### config.mk
export PLATFORM = sky130hd
export DESIGN_NAME = led_seq_ctrl
export DESIGN_NICKNAME = d
export VERILOG_FILES = /design/src/rtl/led_seq_ctrl.sv
export SDC_FILE = /design/constraint.sdc
export NUM_CORES = 1
export LEC_CHECK = 0
export ABC_AREA = 1
export CAP_MARGIN = 20
export CORE_ASPECT_RATIO = 1.2
export CORE_MARGIN = 2
export CORE_UTILIZATION = 45
export DETAILED_ROUTE_END_ITERATION = 8
export PLACE_DENSITY_LB_ADDON = 0.25
export SLEW_MARGIN = 15
export SYNTH_ARGS = -nofsm -noshare
export SYNTH_HDL_FRONTEND = slang
export SYNTH_SLANG_ARGS = --single-unit
### constraint.sdc
create_clock -name clk -period 2.6 [get_ports clk]
set_input_delay 0.65 -clock clk [delete_from_list [all_inputs] [get_ports clk]]
set_output_delay 0.65 -clock clk [all_outputs]
set_load 0.02 [all_outputs]
### src/rtl/led_seq_ctrl.sv
// led_seq_ctrl: LED pattern sequencer placed between the LED/button register file and the LED pins.
//
// The block steps through a small pattern table at a programmable rate.
// A sequence can run once (one-shot) or loop back to entry 0.
// A one-shot run that completes sets a sticky done flag, which can raise an interrupt.
// While the sequencer is idle, the software LED value is passed through to the pins.
//
// Optional build macro: LED_SEQ_BTN_TRIG_EN
//   When defined, a masked button pulse can start a sequence from idle.
//   When undefined, btn_pulse and btn_mask have no effect.
//
// Ports:
//   clk, resetN    clock; synchronous active-low reset
//   start_i        one-cycle start request
//   stop_i         one-cycle abort request (wins over any start)
//   pause_i        level; freezes the running sequence
//   loop_en        1 = wrap to entry 0 after the last step; 0 = one-shot
//   len_m1         index of the last step
//   period         clocks per step (0 behaves as 1)
//   pat_we         pattern table write strobe
//   pat_widx       pattern table write index
//   pat_wdata      pattern table write data
//   sw_led         LED value driven while idle
//   btn_pulse      button rising-edge pulses
//   btn_mask       buttons allowed to trigger a start
//   irq_en         interrupt enable
//   irq_clr        clears the done flag
//   led            registered LED drive
//   busy           high whenever the sequencer is not idle
//   step_idx       current pattern index
//   done_flag      sticky one-shot completion flag
//   irq            done_flag gated by irq_en
module led_seq_ctrl #(
    parameter int unsigned LED_WIDTH = 4,
    parameter int unsigned BTN_WIDTH = 4,
    parameter int unsigned IDX_W     = 3,
    parameter int unsigned PER_W     = 24
) (
    input  logic                 clk,
    input  logic                 resetN,
    input  logic                 start_i,
    input  logic                 stop_i,
    input  logic                 pause_i,
    input  logic                 loop_en,
    input  logic [IDX_W-1:0]     len_m1,
    input  logic [PER_W-1:0]     period,
    input  logic                 pat_we,
    input  logic [IDX_W-1:0]     pat_widx,
    input  logic [LED_WIDTH-1:0] pat_wdata,
    input  logic [LED_WIDTH-1:0] sw_led,
    input  logic [BTN_WIDTH-1:0] btn_pulse,
    input  logic [BTN_WIDTH-1:0] btn_mask,
    input  logic                 irq_en,
    input  logic                 irq_clr,
    output logic [LED_WIDTH-1:0] led,
    output logic                 busy,
    output logic [IDX_W-1:0]     step_idx,
    output logic                 done_flag,
    output logic                 irq
);

    localparam int unsigned DEPTH = 1 << IDX_W;

    typedef enum logic [1:0] {
        S_IDLE,
        S_LOAD,
        S_RUN,
        S_PAUSE
    } state_t;

    state_t               state;
    logic [LED_WIDTH-1:0] pat [DEPTH];
    logic [PER_W-1:0]     cnt;
    logic [PER_W-1:0]     reload;
    logic                 start_req;
    logic [IDX_W-1:0]     next_idx;

    // A period of 0 uses the same reload value as a period of 1.
    always_comb begin
        reload = '0;
        if (period != '0)
            reload = period - PER_W'(1);
    end

    always_comb next_idx = step_idx + IDX_W'(1);

`ifdef LED_SEQ_BTN_TRIG_EN
    always_comb start_req = start_i | (|(btn_pulse & btn_mask));
`else
    always_comb start_req = start_i;
    logic unused_btn;
    always_comb unused_btn = ^{btn_pulse, btn_mask};
`endif

    always_comb busy = (state != S_IDLE);
    always_comb irq  = done_flag & irq_en;

    // Pattern table: can be written at any time.
    // A new value is picked up the next time its index is loaded.
    always_ff @(posedge clk) begin
        if (!resetN) begin
            for (int unsigned i = 0; i < DEPTH; i++)
                pat[i] <= '0;
        end else if (pat_we) begin
            pat[pat_widx] <= pat_wdata;
        end
    end

    always_ff @(posedge clk) begin
        if (!resetN) begin
            state     <= S_IDLE;
            led       <= '0;
            step_idx  <= '0;
            cnt       <= '0;
            done_flag <= 1'b0;
        end else begin
            case (state)
                S_IDLE: begin
                    led      <= sw_led;
                    step_idx <= '0;
                    if (start_req && !stop_i)
                        state <= S_LOAD;
                end
                S_LOAD: begin
                    if (stop_i) begin
                        state    <= S_IDLE;
                        led      <= sw_led;
                        step_idx <= '0;
                    end else begin
                        step_idx <= '0;
                        led      <= pat[0];
                        cnt      <= reload;
                        state    <= S_RUN;
                    end
                end
                S_RUN: begin
                    if (stop_i) begin
                        state    <= S_IDLE;
                        led      <= sw_led;
                        step_idx <= '0;
                    end else if (pause_i) begin
                        state <= S_PAUSE;
                    end else if (cnt != '0) begin
                        cnt <= cnt - PER_W'(1);
                    end else if (step_idx != len_m1) begin
                        step_idx <= next_idx;
                        led      <= pat[next_idx];
                        cnt      <= reload;
                    end else if (loop_en) begin
                        step_idx <= '0;
                        led      <= pat[0];
                        cnt      <= reload;
                    end else begin
                        state     <= S_IDLE;
                        done_flag <= 1'b1;
                        step_idx  <= '0;
                        led       <= sw_led;
                    end
                end
                S_PAUSE: begin
                    if (stop_i) begin
                        state    <= S_IDLE;
                        led      <= sw_led;
                        step_idx <= '0;
                    end else if (!pause_i) begin
                        state <= S_RUN;
                    end
                end
                default: state <= S_IDLE;
            endcase
            // Placed last so that a clear wins over a set in the same cycle.
            if (irq_clr)
                done_flag <= 1'b0;
        end
    end

endmodule

==> flow_metrics.env <==
export IMPL_area_delta_synth_final_pct=23.4
export IMPL_globalRouteTotalUtil_pct=23.6
export IMPL_antenna_found_initial=0
export IMPL_synthArstFlopShare_pct=0
export IMPL_pre_cts_ws_ns=-0.125
export IMPL_end_kind="output pin"
export IMPL_drive_gt1_share_pct=7.84
export IMPL_boundaryPins=65
export IMPL_fin_tns_setup_ns=0
export IMPL_r2r_end="led[0]"
export IMPL_hold_end="done_flag"
export IMPL_die_w_um=98.8
export IMPL_synth_most_common_cell="nand2_1"
export IMPL_n_fill_cell=1026
export IMPL_cts_tree="done"
export IMPL_synth_ff_type="dfxtp_1"
export IMPL_startpoint="irq_en"
export IMPL_worstPathMaxFanout=1
export IMPL_yosysSeqAreaShare_pct=33.8
export IMPL_synth_edff_count=32
export IMPL_clkTransAtPathRegs_ns=0.05
export IMPL_initial_utilization_pct=46.1
export IMPL_synth_net_count=836
export IMPL_hpwl_um=10700
export IMPL_crit_path_top_delay_cell="clkdlybuf4s50_1"
export IMPL_syn_instance_count=771
export IMPL_start_kind="input port"
export IMPL_post_cts_resized=0
export IMPL_clk_latency_ns=0.34
export IMPL_hold_path_class="reg2reg"
export IMPL_p_leak_nw=2.69
export IMPL_maxCapViolCount=0
export IMPL_min_period_over_period_pct=94.2
export IMPL_dieArea_um2=11600
export IMPL_path_common_cell="clkdlybuf4s50_1"
export IMPL_yosysTopAreaCell="edfxtp_1"
export IMPL_worstPathArrival_ns=1.80
export IMPL_status="finished, final reports clean"
export IMPL_h_tree_depth=3
export IMPL_post_drt_wl_per_cell_um=14.0
export IMPL_drt_initial_drc_count=247
export IMPL_drc_errors=0
export IMPL_fp_dieH_um=118
export IMPL_yosysUniqueCellTypes=38
export IMPL_skew_ns=0.00857
export IMPL_cts_hold_buf=0
export IMPL_nets=915
export IMPL_slew_viol_final=0
export IMPL_setup_viol=0
export IMPL_setup_ws_ns=0.152
export IMPL_io_buffers=56
export IMPL_path_delay_family="buffers and inverters"
export IMPL_cts_post_setup_buffers_inserted=0
export IMPL_dr_pass1_iters=5
export IMPL_critical_path_buf_inv_count=3
export IMPL_synth_area_um2=4850
export IMPL_grt_setup_unrepaired="false"
export IMPL_critPathMaxStageDelay_ns=0.59
export IMPL_worst_pin_slew_ns=0.550
export IMPL_hold_depth=2
export IMPL_gp_congestion=0.934
export IMPL_synthTopCellsByArea="edfxtp_1, nand2_1, dfxtp_1, nor2_1, nand3_1"
export IMPL_p_per_area_nw_per_um2=926
export IMPL_p_int_w=0.00306
export IMPL_fin_cells=984
export IMPL_finalHoldViolations=0
export IMPL_criticalPathCategory="in2out"
export IMPL_layout_min_cycle_time_ns=2.45
export IMPL_floorplan_rows=41
export IMPL_grt_pass1_vias=4828
export IMPL_vias=5060
export IMPL_grt_first_pass_wirelength_um=22000
export IMPL_antenna_cells=0
export IMPL_rr_worst_depth=9
export IMPL_p_switching_w=0.00249
export IMPL_vias_per_cell=5.14
export IMPL_max_slew_margin_rel_pct=63.3
export IMPL_cts_path_max_buffers=2
export IMPL_wl_um=13800
export IMPL_yosys_warnings=0
export IMPL_avgSynthCellArea_um2=6.29
export IMPL_p_sw_share_pct=44.8
export IMPL_seqPwrFrac_pct=26.4
export IMPL_ant_nets=0
export IMPL_p_clk_share_pct=22.0
export IMPL_grt_max_degree=40
export IMPL_holdCritStartpoint="done_flag"
export IMPL_r2r_setup_slack_ns=0.50
export IMPL_path_cells="clkdlybuf4s50_1, nand2_1, inv_1, clkdlybuf4s50_1"
export IMPL_clock_sinks=66
export IMPL_synth_top_cells_by_count="nand2_1, nor2_1, inv_1, nand3_1, o21ai_0"
export IMPL_ir_worst_vdd_uv=361
export IMPL_required_ns=1.95
export IMPL_cts_made_buffers=9
export IMPL_power_frac_comb_pct=51.6
export IMPL_dp_cells=968
export IMPL_cts_root_buffer="clkbuf_16"
export IMPL_rr_startpoint="step_idx[1]"
export IMPL_grt_ovfl_total=0
export IMPL_clock_fmax_mhz=409
export IMPL_hold_worst_slack_ns=0.495
export IMPL_synth_top_area_share_pct=19.8
export IMPL_ys_seq_elements=66
export IMPL_core_area_um2=10500
-- layout by cell type, fill, tap and decap left out, types with 7 or more instances in the layout --
| master | instances |
|---|---|
| nand3_1 | 64 |
| nor2_2 | 7 |
| clkbuf_16 | 9 |
| clkdlybuf4s50_1 | 56 |
| nor2_1 | 167 |
| o21ai_0 | 50 |
| dfxtp_1 | 34 |
| nand2_1 | 226 |
| nand4_1 | 10 |
| buf_4 | 30 |
| a21oi_1 | 20 |
| edfxtp_1 | 32 |
| ha_1 | 10 |
| xor2_1 | 15 |
| inv_1 | 73 |
-- state kept, by name, indices dropped and copies added, names as in the netlist --
signal,count
cnt,24
done_flag,1
step_idx,3
led,4
pat,32
state,2
-- power groups by stage --
stage | clock network (W) | logic [W] | registers, W
floorplan | 0 | 0.00210 | 0.00148
global placement | 0 | 0.00279 | 0.00147
detailed placement | 0 | 0.00283 | 0.00148
CTS | 0.00123 | 0.00285 | 0.00146
global route | 0.00126 | 0.00323 | 0.00149
finish | 0.00122 | 0.00286 | 0.00146
-- cells by family (layout without fill, tap and decap cells) --
group,Yosys count,in the layout,synth area share [%]
buf+inv,97,181,8.49
fa+ha+maj,10,10,2.58
simple gates,493,493,42.2
xor+xnor,20,20,3.61
compound gates,85,85,9.29
flops,66,66,33.8
-- worst register-to-register path, delay by kind of cell (launching register included) --
kind | cells | cell delay, ns
AO/OA/AOI/OAI | 2 | 0.26
AND/OR/NAND/NOR | 5 | 0.63
adder cells (fa/ha/maj) | 1 | 0.47
buffers and inverters | 1 | 0.35
flip-flops | 1 | 0.34
-- stage by stage --
| stage | utilization (%) | power, W | cell area [um^2] |
|---|---|---|---|
| 6_report | 56.9 | 0.00554 | 5990 |
| 3_5_place_dp | 54.1 | 0.00431 | 5690 |
| 2_1_floorplan | - | 0.00358 | 4850 |
| 5_1_grt | 56.9 | 0.00598 | 5990 |
| 3_3_place_gp | 54.1 | 0.00426 | 5690 |
| 4_1_cts | 56.9 | 0.00554 | 5990 |
-- final cells by class --
class / instances / area [um^2] / area share, %
multi-input cells: 608 / 2800 / 46.7
flip-flops and latches: 66 / 1640 / 27.4
repair buffers: 86 / 786 / 13.1
inverters: 79 / 304 / 5.08
clock buffers: 10 / 229 / 3.83
well taps: 129 / 161 / 2.70
clock inverters: 6 / 67.6 / 1.13
-- per-layer routing --
layer	up-vias	part of all wire (%)	global-route usage, %
li1	2621	-	-
met1	2278	39	25.0
met2	127	53	44.6
met3	34	3.6	3.09
met4	0	3.7	12.2
met5	-	0	0
-- how the worst max path moves through the flow --
stage	depth (start not counted)	slack (ns)	to
final	4	0.15	irq
after global routing	11	0.08	cnt[18]
after CTS	4	0.14	irq
after detailed placement	11	-0.13	cnt[17]
after global placement	12	-0.01	cnt[18]
after floorplan	11	0.70	cnt[22]
(Power assumes the default switching activity.)
